$ cat config.mk
export PLATFORM = sky130hd
export DESIGN_NAME = address_generator
export DESIGN_NICKNAME = d
export VERILOG_FILES = /design/src/rtl/addr_gen_pkg.sv /design/src/rtl/addr_stack.sv /design/src/rtl/address_generator.sv
export SDC_FILE = /design/constraint.sdc
export NUM_CORES = 1
export LEC_CHECK = 0
export CAP_MARGIN = 20
export CORE_MARGIN = 4
export CORE_UTILIZATION = 30
export CTS_CLUSTER_DIAMETER = 30
export CTS_CLUSTER_SIZE = 24
export DETAILED_ROUTE_END_ITERATION = 12
export HOLD_SLACK_MARGIN = 0.06
export PLACE_DENSITY = 0.56
export SLEW_MARGIN = 40
export SYNTH_ARGS = -nofsm -noshare
export SYNTH_HDL_FRONTEND = slang
export SYNTH_SLANG_ARGS = --single-unit
$ cat constraint.sdc
create_clock -name clk -period 4.8 [get_ports clk]
set_clock_uncertainty 0.05 [all_clocks]
set_input_delay 0.96 -clock clk [delete_from_list [all_inputs] [get_ports clk]]
set_output_delay 0.96 -clock clk [all_outputs]
set_load 0.1 [all_outputs]
$ cat src/rtl/addr_gen_pkg.sv
// Shared definitions for the address generator: op-code encoding and widths.
// Build option: define ADDR_GEN_STACK_EN to enable CALL/RET with the return-address LIFO.
package addr_gen_pkg;

    localparam int unsigned OP_W = 3;

    typedef enum logic [OP_W-1:0] {
        OP_HOLD    = 3'd0,
        OP_LOAD    = 3'd1,
        OP_INC     = 3'd2,
        OP_REL     = 3'd3,
        OP_CALL    = 3'd4,
        OP_RET     = 3'd5,
        OP_CLR_ERR = 3'd6,
        OP_RSVD    = 3'd7
    } addr_op_t;

endpackage

$ cat src/rtl/addr_stack.sv
// Return-address LIFO: drops a push when full, ignores a pop when empty.
// Error reporting is left to the parent.
module addr_stack #(
    parameter int unsigned word_size   = 8,
    parameter int unsigned stack_depth = 4
) (
    input  logic                                   clk,
    input  logic                                   rst,
    input  logic                                   push_i,
    input  logic                                   pop_i,
    input  logic [word_size-1:0]                   push_data_i,
    output logic [word_size-1:0]                   top_o,
    output logic [$clog2(stack_depth+1)-1:0]       level_o,
    output logic                                   full_o,
    output logic                                   empty_o
);

    localparam int unsigned LVL_W = $clog2(stack_depth + 1);
    localparam int unsigned IDX_W = (stack_depth > 1) ? $clog2(stack_depth) : 1;

    logic [word_size-1:0] mem_q [stack_depth];
    logic [LVL_W-1:0]     level_q;
    logic [LVL_W-1:0]     level_d;
    logic                 do_push;
    logic                 do_pop;

    assign full_o  = (level_q == LVL_W'(stack_depth));
    assign empty_o = (level_q == '0);
    assign level_o = level_q;

    assign do_push = push_i && !full_o;
    assign do_pop  = pop_i && !empty_o && !push_i;

    assign top_o = empty_o ? '0 : mem_q[IDX_W'(level_q - LVL_W'(1))];

    always_comb begin
        level_d = level_q;
        if (do_push) begin
            level_d = level_q + LVL_W'(1);
        end else if (do_pop) begin
            level_d = level_q - LVL_W'(1);
        end
    end

    always_ff @(posedge clk) begin
        if (rst) begin
            level_q <= '0;
        end else begin
            level_q <= level_d;
        end
    end

    // Contents need no reset; only entries below the level are ever read.
    always_ff @(posedge clk) begin
        if (do_push) begin
            mem_q[IDX_W'(level_q)] <= push_data_i;
        end
    end

endmodule

$ cat src/rtl/address_generator.sv
// Registered memory-address source: load, increment, relative offset, call/return.
// Build option: ADDR_GEN_STACK_EN enables the return-address LIFO and error flag.
module address_generator
    import addr_gen_pkg::*;
#(
    parameter int unsigned word_size   = 8,
    parameter int unsigned step        = 1,
    parameter int unsigned stack_depth = 4
) (
    input  logic                 clk,
    input  logic                 rst,
    input  logic [word_size-1:0] data_in,
    input  logic [OP_W-1:0]      op,
    output logic [word_size-1:0] data_out,
    output logic                 stack_empty,
    output logic                 stack_full,
    output logic                 stack_err
);

    localparam logic [word_size-1:0] STEP_W = word_size'(step);

    logic [word_size-1:0] addr_q;
    logic [word_size-1:0] addr_d;
    logic [word_size-1:0] inc_sum;
    logic [word_size-1:0] rel_sum;
    addr_op_t             op_e;

    assign op_e    = addr_op_t'(op);
    assign inc_sum = addr_q + STEP_W;
    // Two's-complement offset: plain modular addition gives the signed result.
    assign rel_sum = addr_q + data_in;

    assign data_out = addr_q;

`ifdef ADDR_GEN_STACK_EN
    localparam int unsigned LVL_W = $clog2(stack_depth + 1);

    logic                 err_q;
    logic                 err_d;
    logic                 push;
    logic                 pop;
    logic [word_size-1:0] stk_top;
    logic [LVL_W-1:0]     stk_level;
    logic                 stk_full;
    logic                 stk_empty;

    addr_stack #(
        .word_size   (word_size),
        .stack_depth (stack_depth)
    ) u_stack (
        .clk         (clk),
        .rst         (rst),
        .push_i      (push),
        .pop_i       (pop),
        .push_data_i (inc_sum),
        .top_o       (stk_top),
        .level_o     (stk_level),
        .full_o      (stk_full),
        .empty_o     (stk_empty)
    );

    assign stack_empty = (stk_level == '0);
    assign stack_full  = (stk_level == LVL_W'(stack_depth));
    assign stack_err   = err_q;

    always_ff @(posedge clk) begin
        if (rst) begin
            err_q <= 1'b0;
        end else begin
            err_q <= err_d;
        end
    end
`else
    // Depth is required to be at least 1, so this is a constant 1.
    assign stack_empty = (stack_depth != 0);
    assign stack_full  = 1'b0;
    assign stack_err   = 1'b0;
`endif

    always_ff @(posedge clk) begin
        if (rst) begin
            addr_q <= '0;
        end else begin
            addr_q <= addr_d;
        end
    end

    // Op decode: next address plus stack requests and error update.
    always_comb begin
        addr_d = addr_q;
`ifdef ADDR_GEN_STACK_EN
        err_d  = err_q;
        push   = 1'b0;
        pop    = 1'b0;
`endif
        case (op_e)
            OP_LOAD: addr_d = data_in;
            OP_INC:  addr_d = inc_sum;
            OP_REL:  addr_d = rel_sum;
`ifdef ADDR_GEN_STACK_EN
            OP_CALL: begin
                addr_d = data_in;
                push   = 1'b1;
                if (stk_full) begin
                    err_d = 1'b1;
                end
            end
            OP_RET: begin
                if (stk_empty) begin
                    err_d = 1'b1;
                end else begin
                    addr_d = stk_top;
                    pop    = 1'b1;
                end
            end
            OP_CLR_ERR: err_d = 1'b0;
`else
            OP_CALL: addr_d = data_in;
`endif
            default: ;
        endcase
    end

endmodule

==> flow_summary_export.csv, run 1 <==
group,metric,value,unit
status,outcome,"complete, no violations",
synth,ys_types,43,
clocking,tritoncts,"done",
floorplanning,io_pins,24,
sta,max_freq,278,MHz
clocking,clk_latency,250,ps
drt,vias,986,
clocking,h-tree-depth,1,
final_layout,final_cell_count_no_fill,168,
clocking,cts_resized,0,
clocking,cts-buffers-inserted,3,
setup_path,worst-setup-path-type,"in -> reg",
synth,ys_seq_elements,8,
final_layout,areaGrowthSynthToFinish,19.1,%
setup_path,end_kind,"flop",
setup_path,critical_path.max_stage_delay,670,ps
final_layout,antennaDiodeCount,0,
pwr,power_frac_comb,50.8,%
pwr,internal_power,141,uW
final_layout,final_layout_size_suffix_gt1_share,10.2,%
sta,final-setup-viol-count,0,
placement,place_worst_setup_slack,929,ps
sta,period_needed,3590,ps
setup_path,worstPathCellList,"clkdlybuf4s50_1, nor2b_1, nand3b_1, ha_1, inv_1, fa_1, nor2b_4, o31a_1, or4_1, a31oi_1",
setup_path,reg2reg_slack,2850,ps
floorplanning,initial_core_util,32.4,%
floorplanning,die_h,63.5,microns
sta,fin_crit_sh,74.8,%
synth,syn_inst,122,
drt,drt_pass1_iterations,4,
sta,slew_headroom,53.5,%
pwr,power.total,269,uW
final_layout,mostFrequentLayoutCell,"clkdlybuf4s50_1",
drt,via_per_inst,5.87,
sta,tightestPinTransition,695,ps
setup_path,start_kind,"input port",
synth,seq_area_frac_synth,17.3,%
drt,drtIter0Drc,90,
pwr,swShare,47.5,%
drt,wirelength,2.70,mm
synth,syn_avg_cell_area,7.58,sq um
grt,grt_pass1_wl,4.57,mm
final_layout,largest_reg_flops,8,
setup_path,required,4930,ps
setup_path,slowest_stage,"clkdlybuf4s50_1",
synth,synth_warnings,0,
synth,synth_area,925,sq um
flow_run,max_cap_viol_count,0,
clocking,cts-root-buf,"clkbuf_4",
final_layout,layout.nets,160,
grt,grt_max_degree,22,
floorplanning,core_area,0.00285,sq mm
sta,rsz0062_at_grt,"no",
setup_path,worstPathMaxFanout,12,
pwr,leakage,0.454,nW
setup_path,crit_arrival,3720,ps
grt,antenna_found_initial,0,
final_layout,post-route-cell-area,0.00110,sq mm
clocking,clkSlewWorstSetupHoldPaths,60,ps
placement,io_buffers,20,
clocking,ctsHoldBuffers,0,
clocking,cts.sinks,8,
final_layout,mostFrequentLayoutCells,"clkdlybuf4s50_1 (12), dfxtp_1 (8), buf_2 (8)",
sta,final_max_slew_viol_count,0,
worst_hold_path,min_path_type,"reg -> reg",
placement,post-place-cells,165,
pwr,switchingPower,128,uW
floorplanning,std_cell_rows,19,
floorplanning,dieArea,0.00403,sq mm
pwr,ir_worst_vdd,96.8,uV
sta,hold_violations,0,
drt,route.detailed.drc,0,
grt,grt.overflow.total,0,
sta,layout_setup_ws,1210,ps
clocking,clockBufferDepth,2,
pwr,cellPowerDensity,245,mW/mm^2
floorplanning,die_w,63.5,microns
grt,grt_pass1_vias,936,
placement,place_area,0.00108,sq mm
grt,track_usage,14.1,%
pwr,clkPwrFrac,19.3,%
pwr,power_frac_seq,29.9,%
drt,avgRoutedWirePerCell,16.1,microns
placement,gp_congestion,0.838,
placement,dp_hpwl,2.09,mm
drt,ant_nets,0,
sta,finalSetupTns,0,ps
clocking,post-cts-setup-buffer-count,0,
critical path: cells and delay by family:
family                     cells  cell delay, ps
and+or+nand+nor                4            1100
buffers and inverters          2             740
adders and majority gates      2             480
AOI/OAI and AO/OA              2             420
logic make-up (layout without fill, tap and decap cells):
family | count (synthesis) | count (layout) | synth area share [%]
AND/OR/NAND/NOR | 43 | 43 | 27.2
other | 2 | 3 | 0.812
XOR/XNOR | 2 | 2 | 1.89
flip-flops | 8 | 8 | 17.3
AO/OA/AOI/OAI | 45 | 45 | 33.8
adder cells (fa/ha/maj) | 8 | 8 | 11.6
buffers and inverters | 14 | 28 | 7.31
worst paths after layout:
check,from,cells after the start,endpoint
setup / recovery,op[1],10,data_out[6]
setup reg to reg,data_out[0],7,data_out[6]
hold reg to reg,data_out[0],2,data_out[0]
hold / removal,data_out[0],2,data_out[0]
power by group through the flow:
stage                     Clock (mW)  Combinational (mW)  Sequential, mW
after CTS                     0.0549               0.137          0.0806
after global routing          0.0568               0.147          0.0816
final                         0.0519               0.137          0.0805
after floorplan                    0              0.0638           0.125
after global placement             0               0.141          0.0824
after detailed placement           0               0.136          0.0821
stage by stage:
step	hold slack [ps]	util [%]
6_report	493	38.6
3_3_place_gp	489	39.2
3_5_place_dp	487	37.8
5_1_grt	556	38.6
4_1_cts	494	38.6
2_1_floorplan	896	-
Yosys cell counts (all sizes together):
library cell,n,share of area [%]
o31ai,1,0.81
clkbuf,2,0.81
a22o,2,1.9
inv,5,2.0
o211ai,2,1.6
nand3b,1,0.81
dfxtp,8,17
and2,1,0.68
a21oi,7,3.8
a211oi,1,0.81
o22ai,4,2.7
a211o,2,1.9
o31a,1,0.95
xnor2,2,1.9
nor4b,2,1.9
buf,7,4.5
ha,7,9.5
o221ai,4,3.8
nor2,7,2.8
a31oi,6,4.1
o21a,3,2.4
a221oi,1,0.95
or2,2,1.4
o2bb2ai,1,0.95
or4b,2,2.2
a22oi,2,1.6
nand3,2,1.1
nand2b,5,3.4
or4,1,0.81
nand2,7,2.8
o21bai,2,1.6
o21ai,5,2.7
nor3,3,1.6
or3,1,0.68
conb,2,0.81
fa,1,2.2
nor2b,3,2.8
and3,5,3.4
nor3b,1,0.81
a2111o,1,1.2
metal layers:
layer | GRT usage, % | up-vias | part of all wire, %
li1 | - | 494 | -
met1 | 20.0 | 463 | 48
met2 | 21.1 | 29 | 45
met3 | 5.68 | 0 | 6.6
met4 | 0 | 0 | 0
met5 | 0 | - | 0
layout make-up:
| cell class | instances | area [sq um] |
|---|---|---|
| inverters | 5 | 18.8 |
| flip-flops and latches | 8 | 160 |
| fillers | 316 | 1750 |
| clock buffers | 3 | 22.5 |
| multi-input cells | 101 | 701 |
| well taps | 31 | 38.8 |
| repair buffers | 20 | 160 |
Power figures use the tool's default switching activity.
==> inputs of run 2 (changes only) <==
--- a/config.mk
+++ b/config.mk
@@ -12,7 +12,7 @@
 export CTS_CLUSTER_SIZE = 24
 export DETAILED_ROUTE_END_ITERATION = 12
 export HOLD_SLACK_MARGIN = 0.06
-export PLACE_DENSITY = 0.56
+export PLACE_DENSITY = 0.58
 export SLEW_MARGIN = 40
 export SYNTH_ARGS = -nofsm -noshare
 export SYNTH_HDL_FRONTEND = slang
==> constraint.sdc (replaced) <==
create_clock -name clk -period 3.3 [get_ports clk]
set_clock_uncertainty 0.05 [all_clocks]
set_input_delay 0.66 -clock clk [delete_from_list [all_inputs] [get_ports clk]]
set_output_delay 0.66 -clock clk [all_outputs]
set_load 0.1 [all_outputs]
==> flow_summary_export.csv, run 2 (synthesis gave the netlist of run 1 again) <==
group,metric,value,unit
floorplanning,die_h,63.5,microns
setup_path,critical_path.max_stage_delay,470,ps
clocking,ctsHoldBuffers,0,
drt,avgRoutedWirePerCell,15.5,microns
setup_path,crit_family,"simple AND/OR/NAND/NOR gates",
setup_path,r2r_cells,7,
sta,max_freq,347,MHz
pwr,ir_worst_vdd,187,uV
setup_path,crit_buf_inv,2,
clocking,clk_latency,260,ps
sta,layout_setup_ws,419,ps
drt,drt_pass1_iterations,4,
drt,ant_nets,0,
placement,gp_congestion,0.834,
placement,io_buffers,20,
sta,period_needed,2880,ps
floorplanning,initial_core_util,32.4,%
final_layout,multi_input_area,701,sq um
setup_path,required,3430,ps
worst_hold_path,worstHoldStart,"data_out[0]",
clocking,cts_resized,0,
setup_path,crit_arrival,3010,ps
setup_path,worst-setup-path-type,"in -> reg",
final_layout,largest_reg_flops,8,
floorplanning,io_pins,24,
clocking,clockBufferDepth,2,
worst_hold_path,whs_path_depth,2,
final_layout,mostFrequentLayoutCells,"buf_4 (13), clkdlybuf4s50_1 (12), dfxtp_1 (8)",
status,outcome,"complete, no violations",
sta,rsz0062_at_grt,"no",
clocking,tritoncts,"done",
sta,finalSetupTns,0,ps
drt,route.detailed.drc,0,
final_layout,regArea,160,sq um
drt,drtIter0Drc,45,
setup_path,worstPathMaxFanout,4,
worst_hold_path,min_path_type,"reg -> reg",
clocking,post-cts-setup-buffer-count,0,
sta,fin_crit_sh,87.3,%
placement,post-place-cells,170,
final_layout,final_layout_size_suffix_gt1_share,13.4,%
clocking,cts-root-buf,"clkbuf_4",
floorplanning,die_w,63.5,microns
sta,fin_hold_ws,505,ps
final_layout,final_cell_count_no_fill,173,
grt,grt.overflow.total,0,
grt,track_usage,13.5,%
drt,wirelength,2.68,mm
setup_path,timing.rr.start,"data_out[0]",
final_layout,fill_cells,304,
setup_path,slowest_stage,"clkdlybuf4s50_1",
placement,place_worst_setup_slack,150,ps
drt,vias,1049,
clocking,cts-buffers-inserted,3,
pwr,leakage,0.480,nW
pwr,cellPowerDensity,352,mW/mm^2
setup_path,worstPathCellList,"clkdlybuf4s50_1, nor2b_1, nand3b_1, ha_1, inv_1, fa_1, nor2b_4, o31a_1, or4_1, a31oi_1",
grt,grt_max_degree,16,
clocking,clkSlewWorstSetupHoldPaths,70,ps
grt,grt_pass1_vias,1019,
sta,hold_violations,0,
clocking,h-tree-depth,1,
sta,final-setup-viol-count,0,
setup_path,setup.worst_path.start,"op[1]",
floorplanning,core_area,0.00285,sq mm
floorplanning,dieArea,0.00403,sq mm
final_layout,antennaDiodeCount,0,
setup_path,start_kind,"input port",
grt,grt_pass1_wl,4.55,mm
final_layout,areaGrowthSynthToFinish,25.3,%
floorplanning,std_cell_rows,19,
placement,dp_hpwl,2.11,mm
clocking,cts.sinks,8,
drt,via_per_inst,6.06,
final_layout,layout.nets,165,
final_layout,mostFrequentLayoutCell,"buf_4",
flow_run,max_cap_viol_count,0,
setup_path,path_depth,10,
setup_path,end_kind,"flop",
sta,final_max_slew_viol_count,0,
grt,antenna_found_initial,0,
## run 2: changes by cell type in the layout (fill, tap and decap cells not counted), sizes merged
cell,before,now
buf,8,13
## run 2: worst paths after layout
| check | end | slack (ps) |
|---|---|---|
| max | data_out[6] | 420 |
| max reg2reg | data_out[6] | 1330 |
| min | data_out[0] | 500 |
| min reg2reg | data_out[0] | 500 |
## run 2: stage by stage
stage	instance area [sq um]	util [%]	power [mW]
2_1_floorplan	928	-	0.275
3_3_place_gp	1140	39.8	0.327
3_5_place_dp	1140	39.8	0.328
4_1_cts	1160	40.6	0.408
5_1_grt	1160	40.6	0.428
6_report	1160	40.6	0.407
## run 2: cell type report
cell class / count / share of cell area (%)
Multi-Input combinational cell: 101 / 60.5
Inverter: 5 / 1.62
Clock buffer: 3 / 1.94
Tap cell: 31 / 3.35
Sequential cell: 8 / 13.8
Timing Repair Buffer: 25 / 18.8
## run 2: routing by layer
metal | GRT usage, % | routed length, microns | vias up
li1 | - | - | 503
met1 | 17.9 | 1280 | 495
met2 | 20.5 | 1160 | 43
met3 | 4.62 | 164 | 8
met4 | 4.31 | 64 | 0
met5 | 0 | 0 | -
## run 2: worst register-to-register path, stage by stage (launching register included)
cell,delay [ps]
dfxtp_1,350
ha_1,240
inv_1,80
fa_1,250
nor2b_4,60
o31a_1,260
or4_1,470
a31oi_1,160
## run 2: power by group
| part | switching [mW] | leakage, nW | internal (mW) |
|---|---|---|---|
| combinational | 0.143 | 0.400 | 0.0675 |
| clock | 0.0378 | 0.0138 | 0.0419 |
| sequential | 0.0114 | 0.0662 | 0.106 |
